`src/rtl/decoder_param_reg.sv`:
```
`default_nettype none
// ============================================================================
// Module      : decoder_param_reg
// Description : Registered N-to-2**N code decoder with valid/ready handshake.
//               Modes: one-hot, thermometer, and multi-beat walking-one scan.
//               An illegal mode is reported as a one-cycle err pulse.
//               N is intended for the range 1..6.
// Revision    : 1.0 - initial release
// ============================================================================
module decoder_param_reg #(
    parameter  int N = 3,
    localparam int W = 2**N
) (
    input  logic         clk,
    input  logic         rst,
    input  logic         in_valid,
    output logic         in_ready,
    input  logic [N-1:0] x,
    input  logic [1:0]   mode,
    output logic         out_valid,
    input  logic         out_ready,
    output logic [W-1:0] y,
    output logic         out_last,
    output logic         err
);

    localparam logic [1:0]   c_MODE_ONEHOT = 2'b00;
    localparam logic [1:0]   c_MODE_THERM  = 2'b01;
    localparam logic [1:0]   c_MODE_SCAN   = 2'b10;
    localparam logic [W-1:0] c_ONE         = W'(1);
    localparam logic [N-1:0] c_ZERO_N      = '0;

    // OUT holds a single or final beat; SCAN holds a non-final scan beat.
    typedef enum logic [1:0] {
        S_IDLE = 2'd0,
        S_OUT  = 2'd1,
        S_SCAN = 2'd2
    } state_t;

    state_t       r_state, w_state_nxt;
    logic [W-1:0] r_y, w_y_nxt;
    logic         r_last, w_last_nxt;
    logic         r_err, w_err_nxt;
    logic [N-1:0] r_count, w_count_nxt;
    logic [N-1:0] r_target, w_target_nxt;
    logic [N-1:0] w_count_inc;
    logic [W-1:0] w_onehot;
    logic [W-1:0] w_therm;
    logic         w_accept;
    logic         w_xfer;

    // The count never exceeds target (at most W-1), so N bits cannot wrap.
    assign w_count_inc = r_count + 1'b1;
    assign w_onehot    = c_ONE << x;
    // Bits 0..x set: the one-hot bit plus every bit below it.
    assign w_therm     = w_onehot | (w_onehot - c_ONE);

    assign out_valid = (r_state != S_IDLE);
    assign w_xfer    = out_valid && out_ready;
    assign y         = r_y;
    assign out_last  = r_last;
    assign err       = r_err;

    // Next-state, next-word and ready logic; an accept overrides the
    // retire-to-idle decision so back-to-back words leave no bubble.
    always_comb begin
        w_state_nxt  = r_state;
        w_y_nxt      = r_y;
        w_last_nxt   = r_last;
        w_err_nxt    = 1'b0;
        w_count_nxt  = r_count;
        w_target_nxt = r_target;
        in_ready     = 1'b0;
        w_accept     = 1'b0;

        case (r_state)
            S_IDLE: begin
                in_ready = 1'b1;
            end
            S_OUT: begin
                in_ready = out_ready;
                if (w_xfer) begin
                    w_state_nxt = S_IDLE;
                    w_y_nxt     = '0;
                    w_last_nxt  = 1'b0;
                end
            end
            S_SCAN: begin
                in_ready = 1'b0;
                if (w_xfer) begin
                    w_y_nxt     = r_y << 1;
                    w_count_nxt = w_count_inc;
                    if (w_count_inc == r_target) begin
                        w_state_nxt = S_OUT;
                        w_last_nxt  = 1'b1;
                    end
                end
            end
            default: begin
                w_state_nxt = S_IDLE;
                w_y_nxt     = '0;
                w_last_nxt  = 1'b0;
            end
        endcase

        if (rst) begin
            in_ready = 1'b0;
        end

        w_accept = in_valid && in_ready;

        if (w_accept) begin
            case (mode)
                c_MODE_ONEHOT: begin
                    w_state_nxt = S_OUT;
                    w_y_nxt     = w_onehot;
                    w_last_nxt  = 1'b1;
                end
                c_MODE_THERM: begin
                    w_state_nxt = S_OUT;
                    w_y_nxt     = w_therm;
                    w_last_nxt  = 1'b1;
                end
                c_MODE_SCAN: begin
                    w_target_nxt = x;
                    w_count_nxt  = '0;
                    w_y_nxt      = c_ONE;
                    if (x == c_ZERO_N) begin
                        w_state_nxt = S_OUT;
                        w_last_nxt  = 1'b1;
                    end else begin
                        w_state_nxt = S_SCAN;
                        w_last_nxt  = 1'b0;
                    end
                end
                default: begin
                    w_err_nxt   = 1'b1;
                    w_state_nxt = S_IDLE;
                    w_y_nxt     = '0;
                    w_last_nxt  = 1'b0;
                end
            endcase
        end
    end

    // State and output registers; reset aborts any in-flight request.
    always_ff @(posedge clk or posedge rst) begin
        if (rst) begin
            r_state  <= S_IDLE;
            r_y      <= '0;
            r_last   <= 1'b0;
            r_err    <= 1'b0;
            r_count  <= '0;
            r_target <= '0;
        end else begin
            r_state  <= w_state_nxt;
            r_y      <= w_y_nxt;
            r_last   <= w_last_nxt;
            r_err    <= w_err_nxt;
            r_count  <= w_count_nxt;
            r_target <= w_target_nxt;
        end
    end

endmodule
`default_nettype wire

```
`config.mk`:
```
export PLATFORM = sky130hd
export DESIGN_NAME = decoder_param_reg
export DESIGN_NICKNAME = d
export VERILOG_FILES = /design/src/rtl/decoder_param_reg.sv
export SDC_FILE = /design/constraint.sdc
export NUM_CORES = 1
export LEC_CHECK = 0
export CAP_MARGIN = 5
export CORE_MARGIN = 3
export CORE_UTILIZATION = 30
export CTS_CLUSTER_SIZE = 20
export DETAILED_ROUTE_END_ITERATION = 12
export PLACE_DENSITY = 0.49
export SLEW_MARGIN = 20
export SYNTH_ARGS = -nofsm -noshare
export SYNTH_HDL_FRONTEND = slang
export SYNTH_SLANG_ARGS = --single-unit
```
`constraint.sdc`:
```
create_clock -name clk -period 3.15 [get_ports clk]
set_input_delay 0.63 -clock clk [delete_from_list [all_inputs] [get_ports clk]]
set_output_delay 0.63 -clock clk [all_outputs]
set_load 0.05 [all_outputs]
```
# Yosys cells after proc, flatten, opt, wreduce, memory -nomap -nowiden

Index checks and enable logic that the tools add are counted.

Register bits: 18
Input bits: 9
Logic and storage cells: 57

$add $sub $neg: 2
Eq/ne operators: 9
Shifts and indexed selects: 1
Mux-type cells: 27
Bitwise gates (word level): 1
Reductions and logical operators: 11

Operator list:

| kind                                             | number |
|---|---|
| case mux 8 bit (3 select lines)                  | 2 |
| two-way mux 8 bit                                | 3 |
| two-way mux 3 bit                                | 4 |
| two-way mux 2 bit                                | 5 |
| inequality test 3 bit, second input constant     | 3 |
| two-way mux 1 bit                                | 8 |
| OR 8 bit                                         | 1 |
| left shift 1 x 3 -> 8 bit, first input constant  | 1 |
| subtractor 8 x 1 -> 8 bit, second input constant | 1 |
| case mux 2 bit (3 select lines)                  | 1 |
| == test 2 x 1 -> 1 bit, second input constant    | 2 |
| == test 2 bit, second input constant             | 2 |
| logical NOT 2 bit                                | 2 |
| case mux 1 bit (2 select lines)                  | 2 |
| case mux 2 bit (2 select lines)                  | 1 |
| AND reduction 4 bit                              | 1 |
| adder 3 x 1 -> 3 bit, second input constant      | 1 |
| == test 3 bit                                    | 1 |
| logical NOT 3 bit                                | 1 |
| case mux 1 bit (3 select lines)                  | 1 |
| AND reduction 3 bit                              | 1 |
| OR reduction 3 bit                               | 1 |
| logical AND 1 bit                                | 2 |
| inequality test 2 bit, second input constant     | 1 |
| other kinds (3)                                  | 3 |

# Depth between registers and ports, before layout

Word-level depth: 6
Mapped depth: 6
Depth with buffers taken out: 6

# Worst setup path before layout

No wires, ideal clock.

Kind: register to output
From: reg r_state[0]
To: out in_ready
Arrival time: 1.889 ns
Required time: 2.520 ns
Path slack: 0.631 ns
Cell stages (with the launch flop): 3
Path buffers: 0
Cell sequence: dfrtp_1 -> nor2b_4 -> nor3_1

Longest elaborated chain between the ends: 3
Elaborated cells between the ends (all ways): 4
Those cells by class: eq/ne (1); mux (2); reduce/logical (1)

Ends and longest elaborated chain:

| element                                                            | line | RTL |
|---|---|---|
| start, declared                                                    | 40   | `state_t r_state, w_state_nxt;` |
| start signal, assigned                                             | 156  | `r_state <= w_state_nxt;` |
| == test 2 x 1 -> 1 bit / logical NOT 2 bit (equally long branches) | 76   | `case (r_state)` |
| case mux 1 bit (2 select lines) *                                  | 76   |  |
| two-way mux 1 bit *                                                | 106  | `if (rst) begin` |
| end, declared                                                      | 17   | `output logic in_ready,` |

Mark *: on every way between the ends. The rest lies on a longest branch, timed or not.

# Worst setup path after layout

From: reg r_state[1]
To: out out_valid

Longest elaborated chain between the ends: 1

Ends and longest elaborated chain:

| element            | line | RTL |
|---|---|---|
| nonzero test 2 bit | 58   | `assign out_valid = (r_state != S_IDLE);` |
| end, declared      | 20   | `output logic out_valid,` |

No other way between the ends.

==> results.sh <==
export IMPL_whs_ns=0.521
export IMPL_diodes=0
export IMPL_combinationalPowerShare_pct=57.7
export IMPL_skew_ns=0.00428
export IMPL_arrival_ns=1.79
export IMPL_routed_wl_um=2350
export IMPL_grt_pass1_wl_um=3830
export IMPL_worstHoldPathType="reg -> reg"
export IMPL_peakVddDrop_mv=0.491
export IMPL_p_per_area_nw_per_um2=997
export IMPL_end_kind="primary output"
export IMPL_viasPerCell=4.75
export IMPL_cp_required_ns=2.52
export IMPL_synth_top_cell_area_share_pct=37.4
export IMPL_vias=832
export IMPL_pwr_share_clk_pct=12.2
export IMPL_relSlewSlack_pct=48.0
export IMPL_postLayoutCoreUtil_pct=38.6
export IMPL_syn_to_final_growth_pct=18.8
export IMPL_seqPwrFrac_pct=30.1
export IMPL_maxCapViolCount=0
export IMPL_drive_above_1_share_pct=10.1
export IMPL_avgRoutedWirePerCell_um=13.4
export IMPL_final_common_cell="clkdlybuf4s50_1"
export IMPL_syn_nets=124
export IMPL_fmax_mhz=413
export IMPL_synthDistinctLibCells=37
export IMPL_final_cell_mix="clkdlybuf4s50_1 (19), dfrtp_1 (17), nor2_1 (13)"
export IMPL_dr_pass1_iters=4
export IMPL_fin_crit_sh_pct=76.8
export IMPL_cts_root_buf="clkbuf_8"
export IMPL_cts_resized=0
export IMPL_dieArea_um2=4560
export IMPL_ios=21
export IMPL_grt_start_max_net_pins=18
export IMPL_htree_levels=1
export IMPL_period_minus_slack_ns=2.42
export IMPL_fp_dieW_um=67.5
export IMPL_cts_num_sinks=17
export IMPL_portBuffers=20
export IMPL_die_y_um=67.5
export IMPL_maxSlewViolCount=0
export IMPL_leakagePower_nw=0.566
export IMPL_ys_flop_type="dfrtp_1"
export IMPL_avgSynthCellArea_um2=10.3
export IMPL_setup_viol=0
export IMPL_postCtsSetupBuffers=0
export IMPL_drc=0
export IMPL_core_area_um2=3490
export IMPL_intPower_uw=712
export IMPL_busiest_layer="met2"
export IMPL_switching_share_pct=47.1
export IMPL_grt_pass1_vias=752
export IMPL_clk_pin_slew_ns=0.06
export IMPL_rows=21
export IMPL_antenna_found_initial=0
export IMPL_first_iter_violations=36
export IMPL_switching_power_uw=634
export IMPL_grt_usage_pct=11.5
export IMPL_synth_edf_count=0
export IMPL_critPathMaxFanout=10
export IMPL_grt_overflow=0
export IMPL_grt_met3_usage_pct=3.16
export IMPL_ant_nets=0
export IMPL_hold_viol_final=0
export IMPL_cp_start_kind="register"
export IMPL_yosysSeqAreaShare_pct=37.4
export IMPL_async_flop_share_pct=100
export IMPL_tightest_slew_ns=0.779
export IMPL_syn_inst=110
export IMPL_cts_hold_fix_buffers=0
export IMPL_numCtsBuffers=3
export IMPL_final_nets=144
export IMPL_place_congestion=0.708
export IMPL_insertion_delay_ns=0.25
export IMPL_final_setup_tns_ns=0
export IMPL_fillers=356
export IMPL_ys_ff_latch=17
export IMPL_grt_use_met2_pct=17.3
export IMPL_yosys_warnings=0
export IMPL_syn_area_um2=1140
export IMPL_dp_worst_setup_slack_ns=0.708
export IMPL_synth_top_area_cell="dfrtp_1"
export IMPL_start_util_pct=32.5
export IMPL_setup_ws_ns=0.730
export IMPL_ys_top_cells_by_area="dfrtp_1 (37%), ha_1 (5.5%), nor2_1 (4.3%)"
export IMPL_hpwl_um=1740
export IMPL_crit_type="reg -> out"
export IMPL_cts_buffer_depth=2
export IMPL_rsz0062_at_grt="false"
export IMPL_grtUsageMet1_pct=15.7
export IMPL_outcome="finished, final reports clean"
export IMPL_cts_tree="yes"
synthesized netlist by cell type (2+ instances only):
library cell  number
dfrtp_1           17
nor2_1            13
nand2_1            8
a21oi_1            6
inv_1              6
nor2b_1            6
ha_1               5
a31oi_1            3
and2_1             3
clkbuf_8           3
mux2_2             3
nor3_1             3
o2bb2ai_1          3
xor2_1             3
a32oi_1            2
buf_6              2
o2111ai_1          2
o221ai_1           2
xnor2_1            2
worst max-delay path, stage by stage, from the launching register on:
cell,delay [ns]
dfrtp_1,0.55
nor2_1,0.09
inv_1,0.10
clkdlybuf4s50_1,0.80
metrics by stage:
stage,area [um^2],total power [mW],instances
6_report,1350,1.35,175
4_1_cts,1350,1.36,175
3_3_place_gp,1310,1.19,171
3_5_place_dp,1310,1.19,171
2_1_floorplan,1140,0.997,110
5_1_grt,1350,1.44,175
power by group through the flow:
stage	Clock, mW	Sequential (mW)	Combinational, mW
floorplan	0	0.585	0.412
global placement	0	0.410	0.780
detailed placement	0	0.412	0.782
global route	0.179	0.425	0.836
finish	0.164	0.405	0.776
CTS	0.170	0.409	0.785
layer usage:
metal	up-vias	wire length, um
met5	-	0
met3	2	101
met2	14	1050
met4	0	21
li1	424	-
met1	392	1180
kinds of logic (layout without fill, tap and decap cells):
group | Yosys count | count (layout) | share of synthesized area [%]
AO/OA/AOI/OAI | 27 | 27 | 17.6
XOR/XNOR | 6 | 6 | 5.95
adder cells (fa/ha/maj) | 5 | 5 | 5.51
buffers and inverters | 13 | 32 | 10.9
flip-flops | 17 | 17 | 37.4
multiplexers | 4 | 4 | 3.85
AND/OR/NAND/NOR | 38 | 38 | 18.7
path summary, 6_finish.rpt:
| kind | depth (start not counted) | slack, ns | startpoint | to |
|---|---|---|---|---|
| worst max-delay path | 3 | 0.73 | r_state[1] | out_valid |
| worst min-delay path | 1 | 0.52 | r_target[2] | r_target[2] |
| worst max register to register | 4 | 1.34 | r_state[1] | r_count[1] |
| worst min register to register | 1 | 0.52 | r_target[2] | r_target[2] |
| max in group asynchronous | 2 | 1.87 | rst | r_count[0] |
| min in group asynchronous | 2 | 0.84 | rst | y[1] |
flip-flops by register name, summed over array words and instances (netlist names):
name	flops
r_state	2
r_count	3
y	8
r_target	3
err	1
area by class of cell:
class                      instances  area, um^2  share of cell area (%)
multi-input combinational         80         587                    43.5
sequential                        17         425                    31.5
timing repair buffer              22         213                    15.8
tap                               46        57.6                    4.26
clock buffer                       4        45.0                    3.34
inverter                           6        22.5                    1.67
Note: power is estimated with default switching activity, not from simulation.
